<file path="config.mk">
export PLATFORM = sky130hd
export DESIGN_NAME = bcd_updown_counter
export DESIGN_NICKNAME = d
export VERILOG_FILES = /design/src/rtl/bcd_pkg.sv /design/src/rtl/bcd_digit.sv /design/src/rtl/bcd_updown_counter.sv
export SDC_FILE = /design/constraint.sdc
export NUM_CORES = 1
export LEC_CHECK = 0
export BUFFER_PORTS_ARGS = -buffer_cell sky130_fd_sc_hd__clkbuf_2
export CORE_MARGIN = 2
export CORE_UTILIZATION = 40
export DETAILED_ROUTE_END_ITERATION = 7
export GPL_TIMING_DRIVEN = 1
export HOLD_SLACK_MARGIN = 0.08
export PLACE_DENSITY = 0.63
export SLEW_MARGIN = 10
export SYNTH_ARGS = -nofsm -noshare
export SYNTH_HDL_FRONTEND = slang
export SYNTH_SLANG_ARGS = --single-unit
</file>
<file path="constraint.sdc">
create_clock -name i_Clk -period 4.14 [get_ports i_Clk]
set_input_delay 0.828 -clock i_Clk [delete_from_list [all_inputs] [get_ports i_Clk]]
set_output_delay 0.828 -clock i_Clk [all_outputs]
set_load 0.01 [all_outputs]
</file>
<file path="src/rtl/bcd_pkg.sv">
// Shared BCD digit limits, terminal-mode constants and a digit-validity helper.
// Latency: n/a (definitions only).
// Backpressure: n/a.
package bcd_pkg;

    localparam logic [3:0] BCD_MAX = 4'd9;
    localparam logic [3:0] BCD_MIN = 4'd0;

    // Terminal behaviour selectors for the counter's WRAP parameter.
    localparam int WRAP_SATURATE = 0;
    localparam int WRAP_ROLLOVER = 1;

    // A nibble is a legal BCD digit only in 0..9.
    function automatic logic digit_valid(input logic [3:0] d);
        return (d <= BCD_MAX);
    endfunction

endpackage

</file>
<file path="src/rtl/bcd_digit.sv">
// One BCD digit slice: next-digit value and ripple-out for an up/down step.
// Latency: combinational.
// Backpressure: none; a step is taken whenever step is high.
// Ports: cur (present digit), step (advance this digit), up (direction),
//        nxt (digit after the step), ripple (this digit rolled over, so the next digit steps).
module bcd_digit (
    input  logic [3:0] cur,
    input  logic       step,
    input  logic       up,
    output logic [3:0] nxt,
    output logic       ripple
);
    import bcd_pkg::*;

    always_comb begin
        nxt    = cur;
        ripple = 1'b0;
        if (step) begin
            if (up) begin
                if (cur == BCD_MAX) begin
                    nxt    = BCD_MIN;
                    ripple = 1'b1;
                end else begin
                    nxt = cur + 4'd1;
                end
            end else begin
                if (cur == BCD_MIN) begin
                    nxt    = BCD_MAX;
                    ripple = 1'b1;
                end else begin
                    nxt = cur - 4'd1;
                end
            end
        end
    end

endmodule

</file>
<file path="src/rtl/bcd_updown_counter.sv">
// Cascaded DIGITS-wide BCD up/down counter with clear, validated load and wrap/saturate terminal mode.
// Latency: o_Q, o_Carry, o_LdErr registered (1 edge); o_TC combinational from o_Q and i_Up.
// Backpressure: none; i_Clr > i_Load > i_En > hold is resolved on every rising edge.
// Ports: i_Clk, i_GRst_n (async active-low), i_Clr, i_Load, i_D (load value, digit 0 in [3:0]),
//        i_En, i_Up, o_Q (count), o_Carry (terminal-event pulse), o_TC (terminal flag), o_LdErr (rejected load pulse).
module bcd_updown_counter #(
    parameter int DIGITS = 4,
    parameter int WRAP   = 1
) (
    input  logic                  i_Clk,
    input  logic                  i_GRst_n,
    input  logic                  i_Clr,
    input  logic                  i_Load,
    input  logic [4*DIGITS-1:0]   i_D,
    input  logic                  i_En,
    input  logic                  i_Up,
    output logic [4*DIGITS-1:0]   o_Q,
    output logic                  o_Carry,
    output logic                  o_TC,
    output logic                  o_LdErr
);
    import bcd_pkg::*;

    logic [4*DIGITS-1:0] q_next;
    // step[k] advances digit k; step[DIGITS] set means the whole counter crossed its end.
    logic [DIGITS:0]     step;
    logic [DIGITS-1:0]   at_end;
    logic                d_ok;
    logic                terminal;

    assign step[0] = i_En;

    for (genvar k = 0; k < DIGITS; k++) begin : g_digit
        bcd_digit u_digit (
            .cur    (o_Q[4*k +: 4]),
            .step   (step[k]),
            .up     (i_Up),
            .nxt    (q_next[4*k +: 4]),
            .ripple (step[k+1])
        );
        assign at_end[k] = i_Up ? (o_Q[4*k +: 4] == BCD_MAX) : (o_Q[4*k +: 4] == BCD_MIN);
    end

    assign o_TC     = &at_end;
    assign terminal = step[DIGITS];

    always_comb begin
        d_ok = 1'b1;
        for (int k = 0; k < DIGITS; k++) begin
            if (!digit_valid(i_D[4*k +: 4])) begin
                d_ok = 1'b0;
            end
        end
    end

    always_ff @(posedge i_Clk or negedge i_GRst_n) begin
        if (!i_GRst_n) begin
            o_Q     <= '0;
            o_Carry <= 1'b0;
            o_LdErr <= 1'b0;
        end else if (i_Clr) begin
            o_Q     <= '0;
            o_Carry <= 1'b0;
            o_LdErr <= 1'b0;
        end else if (i_Load) begin
            // A load with any non-BCD digit is dropped; the count is kept intact.
            if (d_ok) begin
                o_Q <= i_D;
            end
            o_LdErr <= !d_ok;
            o_Carry <= 1'b0;
        end else if (i_En) begin
            // In saturate mode the terminal edge still reports, but the count stays put.
            if (!(terminal && (WRAP == WRAP_SATURATE))) begin
                o_Q <= q_next;
            end
            o_Carry <= terminal;
            o_LdErr <= 1'b0;
        end else begin
            o_Carry <= 1'b0;
            o_LdErr <= 1'b0;
        end
    end

endmodule

</file>
**After elaboration in Yosys (flattened, before gate mapping)**

Index checks and enable logic that the tools add are counted.

- Bits in registers: 18
- Output and inout bits: 19

- $add $sub $neg: 8
- Magnitude comparators: 4
- Equality and inequality tests: 5
- Muxes and demuxes: 48
- Reduce and logical (&&, ||, !) cells: 14

Operators with widths:

| operator | count |
|---|---|
| 16-bit 2-to-1 mux | 4 |
| 4-bit 2-to-1 mux | 15 |
| 1-bit 2-to-1 mux | 29 |
| 4-bit by 1-bit adder with 4-bit output, second input constant | 4 |
| 4-bit == test, second input constant | 4 |
| 4-bit less-or-equal comparator, second input constant | 4 |
| 4-bit zero test | 4 |
| 4-bit by 1-bit subtractor with 4-bit output, second input constant | 4 |
| 3-bit nonzero test | 4 |
| 3-bit AND reduction | 3 |
| 4-bit AND reduction | 1 |
| 3-bit by 2-bit != test with 1-bit output, second input constant | 1 |
| 2-bit AND reduction | 1 |
| 1-bit zero test | 1 |

**Depth between registers and ports, before layout**

Gate-level depths: netlist of run 1.

- Word-level depth: 10
- Depth in mapped cells: 8
- Gate-level depth less buffers: 7

**Cells and area by module**

A second synthesis of run 1 with hierarchy kept.

- Cells, all modules: 200
- Area total of the unflattened synthesis: 1774.2 µm²

By module, submodules not included:

| module | instances | cells each | area each (µm²) | seq. area each (µm²) |
|---|---|---|---|---|
| bcd_updown_counter | 1 | 76 | 908.4 | 450.4 |
| bcd_digit | 4 | 31 | 216.5 | 0.0 |

**Worst setup path after synthesis of run 1**

OpenSTA, ideal clock, no wires.

- Path type: in2out
- Start: in i_Up
- End: out o_TC
- Data arrival time: 2270 ps
- Required time: 3312 ps
- Path slack: 1042 ps
- Stages on the path: 4
- Cells stage by stage: or3_4 -> a211o_1 -> or4_4 -> nor3_2

- Cells in the longest elaborated chain, start to end: 2
- Elaborated cells on any way between the ends: 5
- Classes of those cells: mux (4); reduce/logical (1)

RTL lines:

| element | RTL line | text |
|---|---|---|
| start, declared | bcd_updown_counter.sv:16 | `input logic i_Up,` |
| 1-bit 2-to-1 mux | bcd_updown_counter.sv:41 | `assign at_end[k] = i_Up ? (o_Q[4*k +: 4] == BCD_MAX) : (o_Q[4*k +: 4] == BCD_MIN);` |
| 4-bit AND reduction * | bcd_updown_counter.sv:44 | `assign o_TC = &at_end;` |
| end, declared | bcd_updown_counter.sv:19 | `output logic o_TC,` |

Every way passes the cells marked *; elsewhere a longest branch is shown, timed or not.

**Worst setup path after layout of run 1**

Ends and elaborated chain as after synthesis.

==> flow_summary_export.csv, run 1 <==
group,metric,value,unit
sta,fin_setup_tns,0,ns
sta,tightest_slew,0.5145,ns
layout,fill_cells,410,
yosys,async_reset_ff_frac,1.000,
yosys,netlist_instances,205,
global_routing,first_global_vias,1500,
floorplanning,io_pins,41,
critical_path,worstPathArrival,2.72,ns
detailed_routing,routed_via_density,5.899,
yosys,yosys.area.top_type,"dfrtp_1",
sta,setup_viol,0,
layout,syn2layout_area_growth,14.45,%
clock_network,cts_root_buf,"clkbuf_8",
yosys,syn_nets,230,
layout,stdcell_count,278,
sta,max_freq,281.5,MHz
run,maxCapViolCount,0,
clock_network,clockBufferDepth,2,
yosys,yosysUniqueCellTypes,52,
critical_path,worst-path-max-fanout,16,
layout,antenna_cells,0,
yosys,synth_edf_count,0,
detailed_routing,routed_wl,4.110,mm
critical_path,critPathCaptureType,"output port",
critical_path,critical_path_class,"primary input to output port",
placed_design,dp.cells,275,
clock_network,cts-htree-levels,1,
yosys,synth.top_cells.by_area,"dfrtp_1 28%, a21oi_1 4.4%, nor2_1 4.2%, nand2_1 4.0%, mux2_2 3.5%",
yosys,synth_top_area_frac,0.2813,
sta,fin_skew,0.004513,ns
critical_path,required,3.31,ns
yosys,syn_area,1602,µm²
clock_network,worstSkewPairLatency,0.26,ns
floorplanning,die_y,67.28,µm
power_and_ir_drop,p_leak,0.8428,nW
yosys,ys.warnings.count,0,
placed_design,port_buffers,40,
yosys,seq_area_frac_synth,0.2813,
layout,finalCoreUtilization,0.4896,
global_routing,grt_max_degree,25,
global_routing,grt_antenna_before_repair,0,
floorplanning,rows,22,
placed_design,placed_cell_area,1792,µm²
floorplanning,die_area,4526,µm²
detailed_routing,dr_total_vias,1640,
sta,maxSlewViolCount,0,
clock_network,cts_buffers,3,
power_and_ir_drop,ir_drop,0.1813,mV
yosys,synth-seq-cells,18,
yosys,synth_top_flop_cell,"dfrtp_1",
sta,post-route-period-util,0.8580,
detailed_routing,wl_per_cell,14.78,µm
layout,final_area,1833,µm²
detailed_routing,first_pass_iters,4,
clock_network,cts_repair_resize_count,0,
detailed_routing,drt-initial-drc-count,107,
detailed_routing,drc,0,
floorplanning,design.core.area,3744,µm²
yosys,synth.avg_cell_area,7.812,µm²
placed_design,place_ws,0.5953,ns
layout,layout.nets,257,
sta,fin_crit,3.552,ns
sta,setup_ws,0.5880,ns
placed_design,place.gp.congestion,0.8474,
placed_design,detailed_place_hpwl,2.892,mm
clock_network,post_cts_buffers,0,
power_and_ir_drop,power_density,339.6,nW/µm²
sta,rsz0062_at_grt,"false",
clock_network,postCtsHoldBufs,0,
global_routing,grt_pass1_wl,6.962,mm
clock_network,cts.sinks,18,
global_routing,grtUsageTotal,0.1985,
floorplanning,die_w,67.28,µm
global_routing,grt-ovfl-total,0,
min_path,hp-class,"primary input to asynchronous set/reset pin",
layout,drive_gt1_frac,0.2435,
clock_network,cts_tree,"yes",
critical_path,cp-start-kind,"primary input",
detailed_routing,ant_nets,0,
yosys,yosys-top-cells-count,"18 x dfrtp_1, 18 x nor2_1, 17 x nand2_1",
clock_network,cts.clk_slew.worst_paths,0.07,ns
floorplanning,start_util,0.4278,
status,outcome,"complete, no violations",
sta,slew_headroom,0.6570,
sta,hold_violations,0,
[final cells by class]
type                    count  area (µm²)  share of cell area
flip-flops and latches     18       450.4              0.2457
clock buffers               3       41.29             0.02253
inverters                   7       26.28             0.01433
repair buffers             42       215.2              0.1174
multi-input cells         160        1040              0.5672
well taps                  48       60.06             0.03276
[per-layer routing]
layer,global-route usage,share of wire,wire length (µm),vias to the layer above
met5,0,0,0,-
met4,0.03316,0.0049,20,0
met3,0.03667,0.047,195,4
met2,0.3267,0.48,1984,48
met1,0.2747,0.46,1909,782
li1,-,-,-,806
[critical path: stages]
cell and delay [ns]:
clkbuf_2 0.22, or3_4 0.45, a211o_1 0.32, or4_4 0.54, nor3_2 0.20, clkbuf_2 0.17
[where the power goes]
| part | internal [W] | switching [W] |
|---|---|---|
| clock | 0.0000648 | 0.0000621 |
| sequential | 0.000200 | 0.0000652 |
| combinational | 0.000114 | 0.000116 |
[placed cells by master (no fill, tap or decap), types with 4 or more instances in the layout]
| cell | Yosys | layout |
|---|---|---|
| and3_1 | 4 | 4 |
| mux2_2 | 5 | 5 |
| nor2_1 | 18 | 18 |
| clkbuf_2 | 0 | 40 |
| o31ai_1 | 5 | 5 |
| a21oi_1 | 14 | 14 |
| nand2_1 | 17 | 17 |
| nor3_1 | 8 | 8 |
| inv_1 | 6 | 6 |
| dfrtp_1 | 18 | 18 |
| nand3_1 | 10 | 10 |
| xnor2_1 | 4 | 4 |
| o21ai_0 | 10 | 10 |
| a211o_1 | 5 | 5 |
[logic make-up (layout without fill, tap and decap cells)]
kind of cell,Yosys count,after routing,share of synthesized area
buf+inv,27,52,0.06953
flops,18,18,0.2812
xor+xnor,5,5,0.02734
compound gates,65,65,0.2789
simple gates,76,76,0.2445
mux,11,11,0.07500
fa+ha+maj,3,3,0.02344
[through the flow]
step | hold WS, ns | power [W]
after CTS | 0.5354 | 0.0006281
after floorplan | 0.5324 | 0.0004293
after global placement | 0.6208 | 0.0004971
after detailed placement | 0.6214 | 0.0004974
after global routing | 0.5541 | 0.0006701
final | 0.5126 | 0.0006226
[state kept, by name, indices dropped and copies added (netlist names)]
signal   count
o_LdErr      1
o_Carry      1
o_Q         16
[final timing paths]
check	startpoint	endpoint	slack (ns)	depth (start not counted)
max reg2reg	o_Q[0]	o_Q[14]	1.85	5
max in group asynchronous	i_GRst_n	o_Carry	3.29	1
max	i_Up	o_TC	0.59	6
min in group i_Clk	o_Q[13]	o_Q[13]	0.65	1
min reg2reg	o_Q[13]	o_Q[13]	0.65	1
min	i_GRst_n	o_Q[6]	0.51	1
Note: power is estimated with default switching activity, not from simulation.
==> run 2, diff against run 1 <==
Settings changed: PLACE_DENSITY 0.63 to 0.6.
==> flow_summary_export.csv, run 2 (synthesis results as in run 1) <==
group,metric,value,unit
floorplanning,rows,22,
clock_network,cts_tree,"yes",
layout,layout_common_cells,"40 x clkbuf_2, 18 x nor2_1, 18 x dfrtp_1",
detailed_routing,drc,0,
detailed_routing,ant_nets,0,
detailed_routing,routed_via_density,5.760,
sta,slew_headroom,0.6705,
critical_path,reg2reg_depth,5,
critical_path,endpoint,"o_TC",
critical_path,cp-start-kind,"primary input",
power_and_ir_drop,intPower,0.0003986,W
floorplanning,design.core.area,3744,µm²
detailed_routing,first_pass_iters,4,
floorplanning,die_area,4526,µm²
layout,largest_register,"o_Q",
floorplanning,die_w,67.28,µm
critical_path,reg2reg_setup_slack,1.78,ns
power_and_ir_drop,p_total,0.0006474,W
clock_network,clockBufferDepth,2,
power_and_ir_drop,power_density,350.6,nW/µm²
placed_design,detailed_place_hpwl,2.865,mm
clock_network,cts.clk_slew.worst_paths,0.07,ns
global_routing,grtUsageTotal,0.1940,
critical_path,worst-path-max-fanout,4,
placed_design,place.gp.congestion,0.7953,
power_and_ir_drop,p_sw,0.0002488,W
sta,post-route-period-util,0.8131,
power_and_ir_drop,p_comb_frac,0.356,
placed_design,port_buffers,40,
critical_path,r2r_end,"o_Q[14]",
critical_path,crit_start,"i_Up",
sta,fin_skew,0.002204,ns
critical_path,critical_path_class,"primary input to output port",
detailed_routing,drt-initial-drc-count,148,
clock_network,cts_buffers,3,
critical_path,r2r_start,"o_Q[0]",
placed_design,dp.cells,275,
detailed_routing,dr_total_vias,1607,
critical_path,critPathCaptureType,"output port",
clock_network,cts-htree-levels,1,
detailed_routing,wl_per_cell,14.91,µm
clock_network,post_cts_buffers,0,
power_and_ir_drop,pwr-share-seq,0.411,
layout,final_common_cell,"clkbuf_2",
layout,syn2layout_area_growth,15.31,%
sta,maxSlewViolCount,0,
global_routing,grt-ovfl-total,0,
power_and_ir_drop,clock_power_share,0.233,
status,outcome,"complete, no violations",
sta,hold_violations,0,
sta,tightest_slew,0.4943,ns
layout,antenna_cells,0,
run,maxCapViolCount,0,
sta,setup_ws,0.7740,ns
sta,fin_crit,3.366,ns
sta,fin_setup_tns,0,ns
clock_network,worstSkewPairLatency,0.26,ns
sta,rsz0062_at_grt,"false",
sta,setup_viol,0,
power_and_ir_drop,p_sw_frac,0.3843,
min_path,hp-class,"primary input to asynchronous set/reset pin",
layout,drive_gt1_frac,0.2468,
power_and_ir_drop,ir_drop,0.1463,mV
power_and_ir_drop,p_leak,0.8500,nW
global_routing,grt_max_degree,31,
placed_design,place_ws,0.7693,ns
clock_network,postCtsHoldBufs,0,
clock_network,cts_root_buf,"clkbuf_8",
layout,stdcell_count,279,
floorplanning,io_pins,41,
layout,largest_reg_flops,16,
clock_network,cts.sinks,18,
floorplanning,die_y,67.28,µm
global_routing,grt_antenna_before_repair,0,
floorplanning,start_util,0.4278,
global_routing,grt_pass1_wl,6.782,mm
layout,reg_top3,"o_Q: 16 flops, o_Carry: 1 flops, o_LdErr: 1 flops",
critical_path,worstPathArrival,2.54,ns
detailed_routing,routed_wl,4.160,mm
global_routing,first_global_vias,1395,
clock_network,cts_repair_resize_count,0,
sta,max_freq,297.1,MHz
layout,layout.nets,257,
critical_path,required,3.31,ns
run 2: cell types whose count changed in the layout (fill, tap and decap cells not counted):
cell      change
clkbuf_8      +1
run 2: final cells by class:
type / instances / area, µm²
Multi-Input combinational cell: 160 / 1040
Timing Repair Buffer: 42 / 215.2
Tap cell: 48 / 60.06
Fill cell: 399 / 1897
Sequential cell: 18 / 450.4
Clock buffer: 4 / 55.05
Inverter: 7 / 26.28
run 2: how the worst min path moves through the flow:
stage | start | to | slack (ns) | cells after the start
after CTS | i_GRst_n | o_Q[2] | 0.53 | 1
after floorplan | i_GRst_n | o_Carry | 0.53 | 0
after detailed placement | o_Q[9] | o_Q[9] | 0.64 | 2
after global routing | i_GRst_n | o_Q[0] | 0.54 | 1
final | i_GRst_n | o_Q[2] | 0.52 | 1
after global placement | o_Q[9] | o_Q[9] | 0.63 | 2
run 2: power by group through the flow:
| stage | Combinational (W) | Sequential, W | Clock (W) |
|---|---|---|---|
| global placement | 0.000229 | 0.000269 | 0 |
| floorplan | 0.000193 | 0.000236 | 0 |
| finish | 0.000230 | 0.000266 | 0.000151 |
| detailed placement | 0.000230 | 0.000268 | 0 |
| CTS | 0.000232 | 0.000265 | 0.000157 |
| global route | 0.000259 | 0.000273 | 0.000165 |
run 2: metal layers:
metal  track usage  routed length (µm)  vias to the layer above
li1              -                   -                      805
met1        0.2873                2010                      736
met2        0.2933                1846                       64
met3       0.04167                 288                        2
met4       0.03061                  14                        0
met5             0                   0                        -
run 2: worst max-delay path, stage by stage:
cell and delay (ns):
clkbuf_2 0.12, or3_4 0.39, a211o_1 0.31, or4_4 0.54, nor3_2 0.18, clkbuf_2 0.16
run 2: metrics by stage:
step | area, µm² | hold WS, ns | util
2_1_floorplan | 1602 | 0.5324 | -
3_3_place_gp | 1792 | 0.6338 | 0.4786
3_5_place_dp | 1792 | 0.6360 | 0.4786
4_1_cts | 1847 | 0.5289 | 0.4933
5_1_grt | 1847 | 0.5417 | 0.4933
6_report | 1847 | 0.5163 | 0.4933
